===== config.mk =====
export PLATFORM = sky130hd
export DESIGN_NAME = pctrl_gen
export DESIGN_NICKNAME = d
export VERILOG_FILES = /design/src/rtl/pctrl_pkg.sv /design/src/rtl/pctrl_shreg.sv /design/src/rtl/pctrl_gen.sv
export SDC_FILE = /design/constraint.sdc
export NUM_CORES = 1
export LEC_CHECK = 0
export CAP_MARGIN = 20
export CORE_AREA = 8 8 116 118
export CTS_BUF_LIST = sky130_fd_sc_hd__clkbuf_2 sky130_fd_sc_hd__clkbuf_4 sky130_fd_sc_hd__clkbuf_8
export DETAILED_ROUTE_END_ITERATION = 8
export DIE_AREA = 0 0 124 126
export PLACE_DENSITY = 0.8
export SYNTH_ARGS = -nofsm -noshare
export SYNTH_HDL_FRONTEND = slang
export SYNTH_SLANG_ARGS = --single-unit

===== constraint.sdc =====
create_clock -name clk -period 2.6 [get_ports clk]
set_clock_uncertainty 0.05 [all_clocks]
set_input_delay 0.78 -clock clk [delete_from_list [all_inputs] [get_ports clk]]
set_output_delay 0.78 -clock clk [all_outputs]
set_load 0.02 [all_outputs]

===== src/rtl/pctrl_pkg.sv =====
// Shared definitions for the serial packet controller: FSM state encoding,
// default field widths and packet-geometry helpers.
package pctrl_pkg;

  typedef enum logic [2:0] {
    ST_IDLE = 3'd0,
    ST_ADDR = 3'd1,
    ST_OP   = 3'd2,
    ST_DATA = 3'd3,
    ST_STOP = 3'd4
  } state_e;

  localparam int unsigned DEF_ADDR_W = 8;
  localparam int unsigned DEF_OP_W   = 3;
  localparam int unsigned DEF_DATA_W = 62;

  // Total serial length of one packet: start bit, three fields, stop bit.
  function automatic int unsigned pkt_len(input int unsigned addr_w,
                                          input int unsigned op_w,
                                          input int unsigned data_w);
    return addr_w + op_w + data_w + 32'd2;
  endfunction

  // Widest of the three fields; sizes the shared field counter.
  function automatic int unsigned max3(input int unsigned a,
                                       input int unsigned b,
                                       input int unsigned c);
    int unsigned m;
    m = a;
    if (b > m) m = b;
    else m = m;
    if (c > m) m = c;
    else m = m;
    return m;
  endfunction

endpackage


===== src/rtl/pctrl_shreg.sv =====
// MSB-first shift register: each enabled clock moves the register left and
// places the new serial bit in the LSB, so after W shifts the first bit
// received sits in the MSB.
module pctrl_shreg #(
  parameter int unsigned W = 8
) (
  input  logic         clk,
  input  logic         nRst,
  input  logic         en_i,
  input  logic         bit_i,
  output logic [W-1:0] q_o
);

  logic [W-1:0] q_q;

  generate
    if (W == 1) begin : g_single
      // Single-bit field: the register simply captures the bit when enabled.
      always_ff @(posedge clk) begin
        if (!nRst) q_q <= 1'b0;
        else if (en_i) q_q <= bit_i;
        else q_q <= q_q;
      end
    end else begin : g_multi
      // Multi-bit field: shift left, new bit enters at the LSB.
      always_ff @(posedge clk) begin
        if (!nRst) q_q <= {W{1'b0}};
        else if (en_i) q_q <= {q_q[W-2:0], bit_i};
        else q_q <= q_q;
      end
    end
  endgenerate

  assign q_o = q_q;

endmodule


===== src/rtl/pctrl_gen.sv =====
// Parametrised serial packet controller. Receives start/address/opcode/
// payload/stop one bit per clock, accepts packets for this node (or the
// broadcast address when enabled), and forwards rx to tx for daisy-chaining.
module pctrl_gen
  import pctrl_pkg::*;
#(
  parameter int unsigned ADDR_W   = DEF_ADDR_W,
  parameter int unsigned OP_W     = DEF_OP_W,
  parameter int unsigned DATA_W   = DEF_DATA_W,
  parameter bit          BCAST_EN = 1'b1
) (
  input  logic              clk,
  input  logic              nRst,
  input  logic [ADDR_W-1:0] address,
  input  logic              rx,
  output logic              tx,
  output logic [OP_W-1:0]   opcode,
  output logic [DATA_W-1:0] data,
  output logic              valid,
  output logic              err,
  output logic              busy
);

  localparam int unsigned MAX_W = max3(ADDR_W, OP_W, DATA_W);
  localparam int unsigned CNT_W = ($clog2(MAX_W) > 0) ? $clog2(MAX_W) : 1;

  state_e             state_q;
  logic [CNT_W-1:0]   cnt_q;
  logic               tx_q;
  logic [OP_W-1:0]    opcode_q;
  logic [DATA_W-1:0]  data_q;
  logic               valid_q;
  logic               err_q;
  logic               busy_q;

  logic               en_addr_s;
  logic               en_op_s;
  logic               en_data_s;
  logic [ADDR_W-1:0]  rx_addr_s;
  logic [OP_W-1:0]    rx_op_s;
  logic [DATA_W-1:0]  rx_data_s;
  logic               addr_match_s;

  // Shift enables follow the field currently being received.
  always_comb begin
    en_addr_s = 1'b0;
    en_op_s   = 1'b0;
    en_data_s = 1'b0;
    case (state_q)
      ST_ADDR: en_addr_s = 1'b1;
      ST_OP:   en_op_s   = 1'b1;
      ST_DATA: en_data_s = 1'b1;
      default: begin
        en_addr_s = 1'b0;
        en_op_s   = 1'b0;
        en_data_s = 1'b0;
      end
    endcase
  end

  pctrl_shreg #(.W(ADDR_W)) u_addr_sr (
    .clk   (clk),
    .nRst  (nRst),
    .en_i  (en_addr_s),
    .bit_i (rx),
    .q_o   (rx_addr_s)
  );

  pctrl_shreg #(.W(OP_W)) u_op_sr (
    .clk   (clk),
    .nRst  (nRst),
    .en_i  (en_op_s),
    .bit_i (rx),
    .q_o   (rx_op_s)
  );

  pctrl_shreg #(.W(DATA_W)) u_data_sr (
    .clk   (clk),
    .nRst  (nRst),
    .en_i  (en_data_s),
    .bit_i (rx),
    .q_o   (rx_data_s)
  );

  // Address filter: exact node match, or all-ones when broadcast is enabled.
  always_comb begin
    addr_match_s = 1'b0;
    if (rx_addr_s == address) addr_match_s = 1'b1;
    else if (BCAST_EN && (rx_addr_s == {ADDR_W{1'b1}})) addr_match_s = 1'b1;
    else addr_match_s = 1'b0;
  end

  // Packet FSM with field counter and all registered outputs.
  // busy stays high through the cycle following the stop-bit edge so a
  // back-to-back start bit keeps it asserted without a gap.
  always_ff @(posedge clk) begin
    if (!nRst) begin
      state_q  <= ST_IDLE;
      cnt_q    <= {CNT_W{1'b0}};
      tx_q     <= 1'b1;
      opcode_q <= {OP_W{1'b0}};
      data_q   <= {DATA_W{1'b0}};
      valid_q  <= 1'b0;
      err_q    <= 1'b0;
      busy_q   <= 1'b0;
    end else begin
      tx_q    <= rx;
      valid_q <= 1'b0;
      err_q   <= 1'b0;
      busy_q  <= (state_q != ST_IDLE) || !rx;
      case (state_q)
        ST_IDLE: begin
          if (!rx) begin
            state_q <= ST_ADDR;
            cnt_q   <= CNT_W'(ADDR_W - 1);
          end else begin
            state_q <= ST_IDLE;
          end
        end
        ST_ADDR: begin
          if (cnt_q == {CNT_W{1'b0}}) begin
            state_q <= ST_OP;
            cnt_q   <= CNT_W'(OP_W - 1);
          end else begin
            cnt_q   <= cnt_q - CNT_W'(1'b1);
          end
        end
        ST_OP: begin
          if (cnt_q == {CNT_W{1'b0}}) begin
            state_q <= ST_DATA;
            cnt_q   <= CNT_W'(DATA_W - 1);
          end else begin
            cnt_q   <= cnt_q - CNT_W'(1'b1);
          end
        end
        ST_DATA: begin
          if (cnt_q == {CNT_W{1'b0}}) begin
            state_q <= ST_STOP;
          end else begin
            cnt_q   <= cnt_q - CNT_W'(1'b1);
          end
        end
        ST_STOP: begin
          state_q <= ST_IDLE;
          if (!rx) begin
            err_q <= 1'b1;
          end else if (addr_match_s) begin
            valid_q  <= 1'b1;
            opcode_q <= rx_op_s;
            data_q   <= rx_data_s;
          end else begin
            valid_q <= 1'b0;
          end
        end
        default: begin
          state_q <= ST_IDLE;
          cnt_q   <= {CNT_W{1'b0}};
        end
      endcase
    end
  end

  assign tx     = tx_q;
  assign opcode = opcode_q;
  assign data   = data_q;
  assign valid  = valid_q;
  assign err    = err_q;
  assign busy   = busy_q;

endmodule

; ---- Word level (Yosys, flattened, before mapping)
; Cells that the tools add are included.
[op_classes]
mux = 17
n_reduce_logical = 10
n_bitwise = 1
n_addsub = 1
eq_ne = 11
[op_table]
columns = cell, count
row1 = one-hot mux 6 bit (5 select lines), 1
row2 = 2-to-1 mux 6 bit, 4
row3 = one-hot mux 3 bit (4 select lines), 1
row4 = AND reduction 3 bit, 4
row5 = "!= test 2 bit, second input constant", 5
row6 = 2-to-1 mux 3 bit, 3
row7 = == test 8 bit, 1
row8 = "== test 8 bit, second input constant", 1
row9 = 2-to-1 mux 1 bit, 8
row10 = "== test 3 x 2 -> 1 bit, second input constant", 2
row11 = zero test 6 bit, 1
row12 = "subtractor 6 x 1 -> 6 bit, second input constant", 1
row13 = "== test 3 x 1 -> 1 bit, second input constant", 1
row14 = "== test 3 bit, second input constant", 1
row15 = zero test 3 bit, 1
row16 = nonzero test 3 bit, 1
row17 = AND reduction 2 bit, 1
row18 = zero test 1 bit, 1
row19 = logical OR 1 bit, 1
row20 = NOT 1 bit, 1
[totals]
register_bits = 151
out_inout_bits = 69

; ---- Longest topological paths before layout
[logic_depth]
depth_word = 4
mapped_depth = 7

; ---- Cells and area by module
; A second synthesis with hierarchy kept.
[hier_totals]
cells_unflattened = 809
area_unflattened_um2 = 7440.9
[by_module_without_submodules]
columns = module, cells_per_inst, instances, area_each_um2, seq_area_each_um2
row1 = pctrl_gen, 576, 1, 4657.0, 1561.5
row2 = pctrl_shreg (u_data_sr), 199, 1, 2373.5, 1241.2
row3 = pctrl_shreg (u_addr_sr), 25, 1, 301.5, 160.2
row4 = pctrl_shreg (u_op_sr), 9, 1, 108.9, 60.1

; ---- Worst setup path after synthesis
; Ideal clock, no wire load.
[synth_path]
path_kind = in2reg
startpoint = in address[3]
endpoint = reg data_q[0] (netlist: data[0])
t_arrival_ns = 2.002
path_slack_ns = 0.477
setup_time_ns = 0.072
stages = 7
required_time_ns = 2.478
path_buffers = 2
path_cell_list = xor2_1 > nor4_1 > a21oi_1 > nor3_2 > buf_6 > buf_8 > mux2i_1
[synth_via]
elab_chain_len = 3
[synth_rtl]
columns = element, line
row1 = from (decl), pctrl_gen.sv:14  ; input logic [ADDR_W-1:0] address,
row2 = == test 8 bit, pctrl_gen.sv:88  ; if (rx_addr_s == address) addr_match_s = 1'b1;
row3 = 2-to-1 mux 1 bit, pctrl_gen.sv:88
row4 = AND reduction 3 bit (no line), -
row5 = to (signal assigned), pctrl_gen.sv:102  ; data_q <= {DATA_W{1'b0}};
row6 = to (signal assigned), pctrl_gen.sv:150  ; data_q <= rx_data_s;
row7 = to (decl), pctrl_gen.sv:31  ; logic [DATA_W-1:0] data_q;
; Every way passes these cells.
; A chain may end at the register's enable or synchronous reset.

; ---- Final worst setup path
[layout_path]
startpoint = in address[6]
endpoint = reg data_q[59] (netlist: data[59])
; The elaborated chain is that of the path after synthesis.

==> flow_summary.toml <==
[worst_setup_path]
critical_path_class = "input pin to flip-flop"
end_kind = "flip-flop"
slowest_stage = "clkdlybuf4s50_1"
path_cells = "clkdlybuf4s50_1 > xor2_1 > nor4_1 > a21oi_1 > nor3_4 > buf_12 > buf_12 > mux2i_1"
crit_path_frequent_cell = "buf_12"
worst-path-buf-inv = 3
cp_top_family = "buffers and inverters"
cp_max_fo = 17
worstPathRequired_ns = 2.91
max_stage_delay_ns = 0.42
arrival_ns = 2.61
startpoint_type = "input pin"

[synth]
synth_fa_ha_area_share_pct = 0.4141
synth_top_family_by_area = "simple AND/OR/NAND/NOR gates"
ys_warn_count = 0
synth.largest_area_cell = "dfxtp_1"
synth-seq-cells = 151
yosys.cell_count.top_type = "nand2_1"
synth_nets = 700
synth_cells = 687
synth.yosys.seq_area_share_pct = 50.02
synth_compound_area_share_pct = 10.62
synthArstFlopShare_pct = 0
synth_xor_area_share_pct = 1.449
synth.avg_cell_area_sq_um = 8.797
yosys.area_share.simple_pct = 20.52
mappedNetlistArea_sq_um = 6043
yosysUniqueCellTypes = 36
ys.flop_type = "dfxtp_1"
synth.top_cell.area_share_pct = 50.02
synth_edf_count = 0
synthTopCellsByCount = "nand2_1 (265), dfxtp_1 (151), mux2i_1 (76)"
synthTopCellsByArea = "dfxtp_1 (50%), nand2_1 (16%), mux2i_1 (13%)"
synthMuxAreaShare_pct = 12.59

[grt]
grt_pass1_wl_microns = 20750
antenna_found_initial = 0
grt-ovfl-total = 0
grt_max_degree = 59
grt_usage_pct = 16.25
grt_pass1_vias = 4472

[timing]
setup_viol_count_final = 0
finalMaxSlewViolations = 0
fmax_mhz = 433.6
rsz0062_at_grt = "false"
final.setup.tns_ns = 0
setup_ws_ns = 0.2937
slew_headroom_pct = 58.01
min_period_ns = 2.306
hold_viol_final = 0
tightestPinTransition_ns = 0.6285
timing.final.crit_share_pct = 88.70

[flow_run]
max_cap_violations = 0

[drt]
routed_wl_microns = 12510
ant_nets = 0
via_count = 4620
drc_errors = 0
firstDrtPassIters = 4
drt_iter0_drc = 348
avgRoutedWirePerCell_microns = 13.73
avgViaCountPerCell = 5.071

[placed_design]
io_buffers = 79
dp_slack_ns = -0.1775
hpwl_microns = 8411
gp_congestion = 0.8122

[finish]
final_net_count = 764
regArea_sq_um = 3023
drive_above_1_share_pct = 6.937
multi_input_area_sq_um = 2768
fillers = 983
utilization_pct = 63.40
area_growth_pct = 22.86
antenna_cells = 0

[die]
ios = 80
die_x_microns = 124
core_area_sq_um = 11710
initial_utilization_pct = 51.60
die-area_sq_um = 15620
die_h_microns = 126
rows = 40

[power_and_ir_drop]
p_per_area_nw_per_um2 = 691.2
vdd_drop_max_mv = 0.3031
p_leak_uw = 0.002477

[clocking]
cts_max_level = 4
path_clk_slew_ns = 0.07
cts_hold_buf = 0
cts_buffers = 17
cts-resized-gates = 0
post_cts_buffers = 0
cts-root-buf = "clkbuf_8"
clock-sinks = 151
cts_tree = "built"
clkLatencyLatePin_ns = 0.44
ctsLongestPathBuffers = 2

[status]
status = "finished clean"

[min_path]
hold_class = "flip-flop to flip-flop"
[logic make-up after synthesis]
logic type                 Yosys count
muxes                               76
and+or+nand+nor                    307
xor gates and xnor gates            10
DFF                                151
AOI/OAI and AO/OA                   89
adders and majority gates            2
buffers and inverters               52
[power by group]
group	switching [uW]	internal, uW	total (uW)	leakage, uW
logic	459	302	761	0.00104
registers	103	2380	2480	0.00122
clock network	823	1060	1890	0.000217
[stage by stage]
| step | hold slack (ns) | instances | cell area [sq um] | total power, uW |
|---|---|---|---|---|
| global placement | 0.3923 | 879 | 6999 | 3246 |
| floorplan | 0.3853 | 687 | 6043 | 3092 |
| CTS | 0.4125 | 911 | 7425 | 5157 |
| global route | 0.4244 | 911 | 7425 | 5364 |
| finish | 0.4089 | 911 | 7425 | 5132 |
| detailed placement | 0.3994 | 879 | 6999 | 3273 |
[area by class of cell]
class / count / area share [%]
Clock inverter: 8 / 1.618
Timing Repair Buffer: 94 / 13.65
Tap cell: 147 / 2.477
Inverter: 3 / 0.1517
Sequential cell: 151 / 40.71
Clock buffer: 24 / 4.112
Multi-Input combinational cell: 484 / 37.28
[metal layers]
metal / wire length (microns) / GRT usage [%]
met2: 6338 / 27.22
met1: 5420 / 19.01
met3: 582 / 4.424
met4: 170 / 6.723
met5: 0 / 0
[cells in the final DEF (no fill, tap or decap), types with 2 or more instances in the layout]
cell	netlist	layout
and3_1	3	2
buf_12	0	9
clkbuf_4	0	4
bufinv_16	0	3
nor3b_1	2	2
xor2_1	10	10
a21boi_1	65	65
nand2b_1	2	2
nand4_1	2	2
buf_4	1	7
nor2_1	9	9
ha_1	2	2
clkbuf_8	0	20
o21a_1	2	2
o211a_1	2	2
nor2b_1	12	12
o21ai_1	5	5
nor4_1	2	2
clkinv_2	0	3
inv_1	2	2
a21oi_1	8	8
nand3_1	3	2
clkdlybuf4s50_1	0	78
nor3_1	3	3
dfxtp_1	151	151
o211ai_1	3	3
clkinvlp_4	0	2
nand2_1	265	265
mux2i_1	76	76
[flip-flops by register name (all words and copies together) (netlist names)]
register       flops
busy               1
cnt_q              6
data              62
err                1
opcode             3
state_q            3
tx                 1
u_addr_sr.q_o      8
u_data_sr.q_o     62
u_op_sr.q_o        3
valid              1
[worst min-delay path, cell delays in order, from the launching register on]
cell and delay [ns]:
dfxtp_1 0.31, nand2_1 0.05, mux2i_1 0.05
[path summary, 6_finish.rpt]
check,to,slack [ns],from,cells after the start
max,data[59],0.29,address[6],8
min,data[57],0.41,data[57],2
max reg2reg,data[59],0.62,state_q[1],6
min reg2reg,data[57],0.41,data[57],2
(Power assumes the default switching activity.)
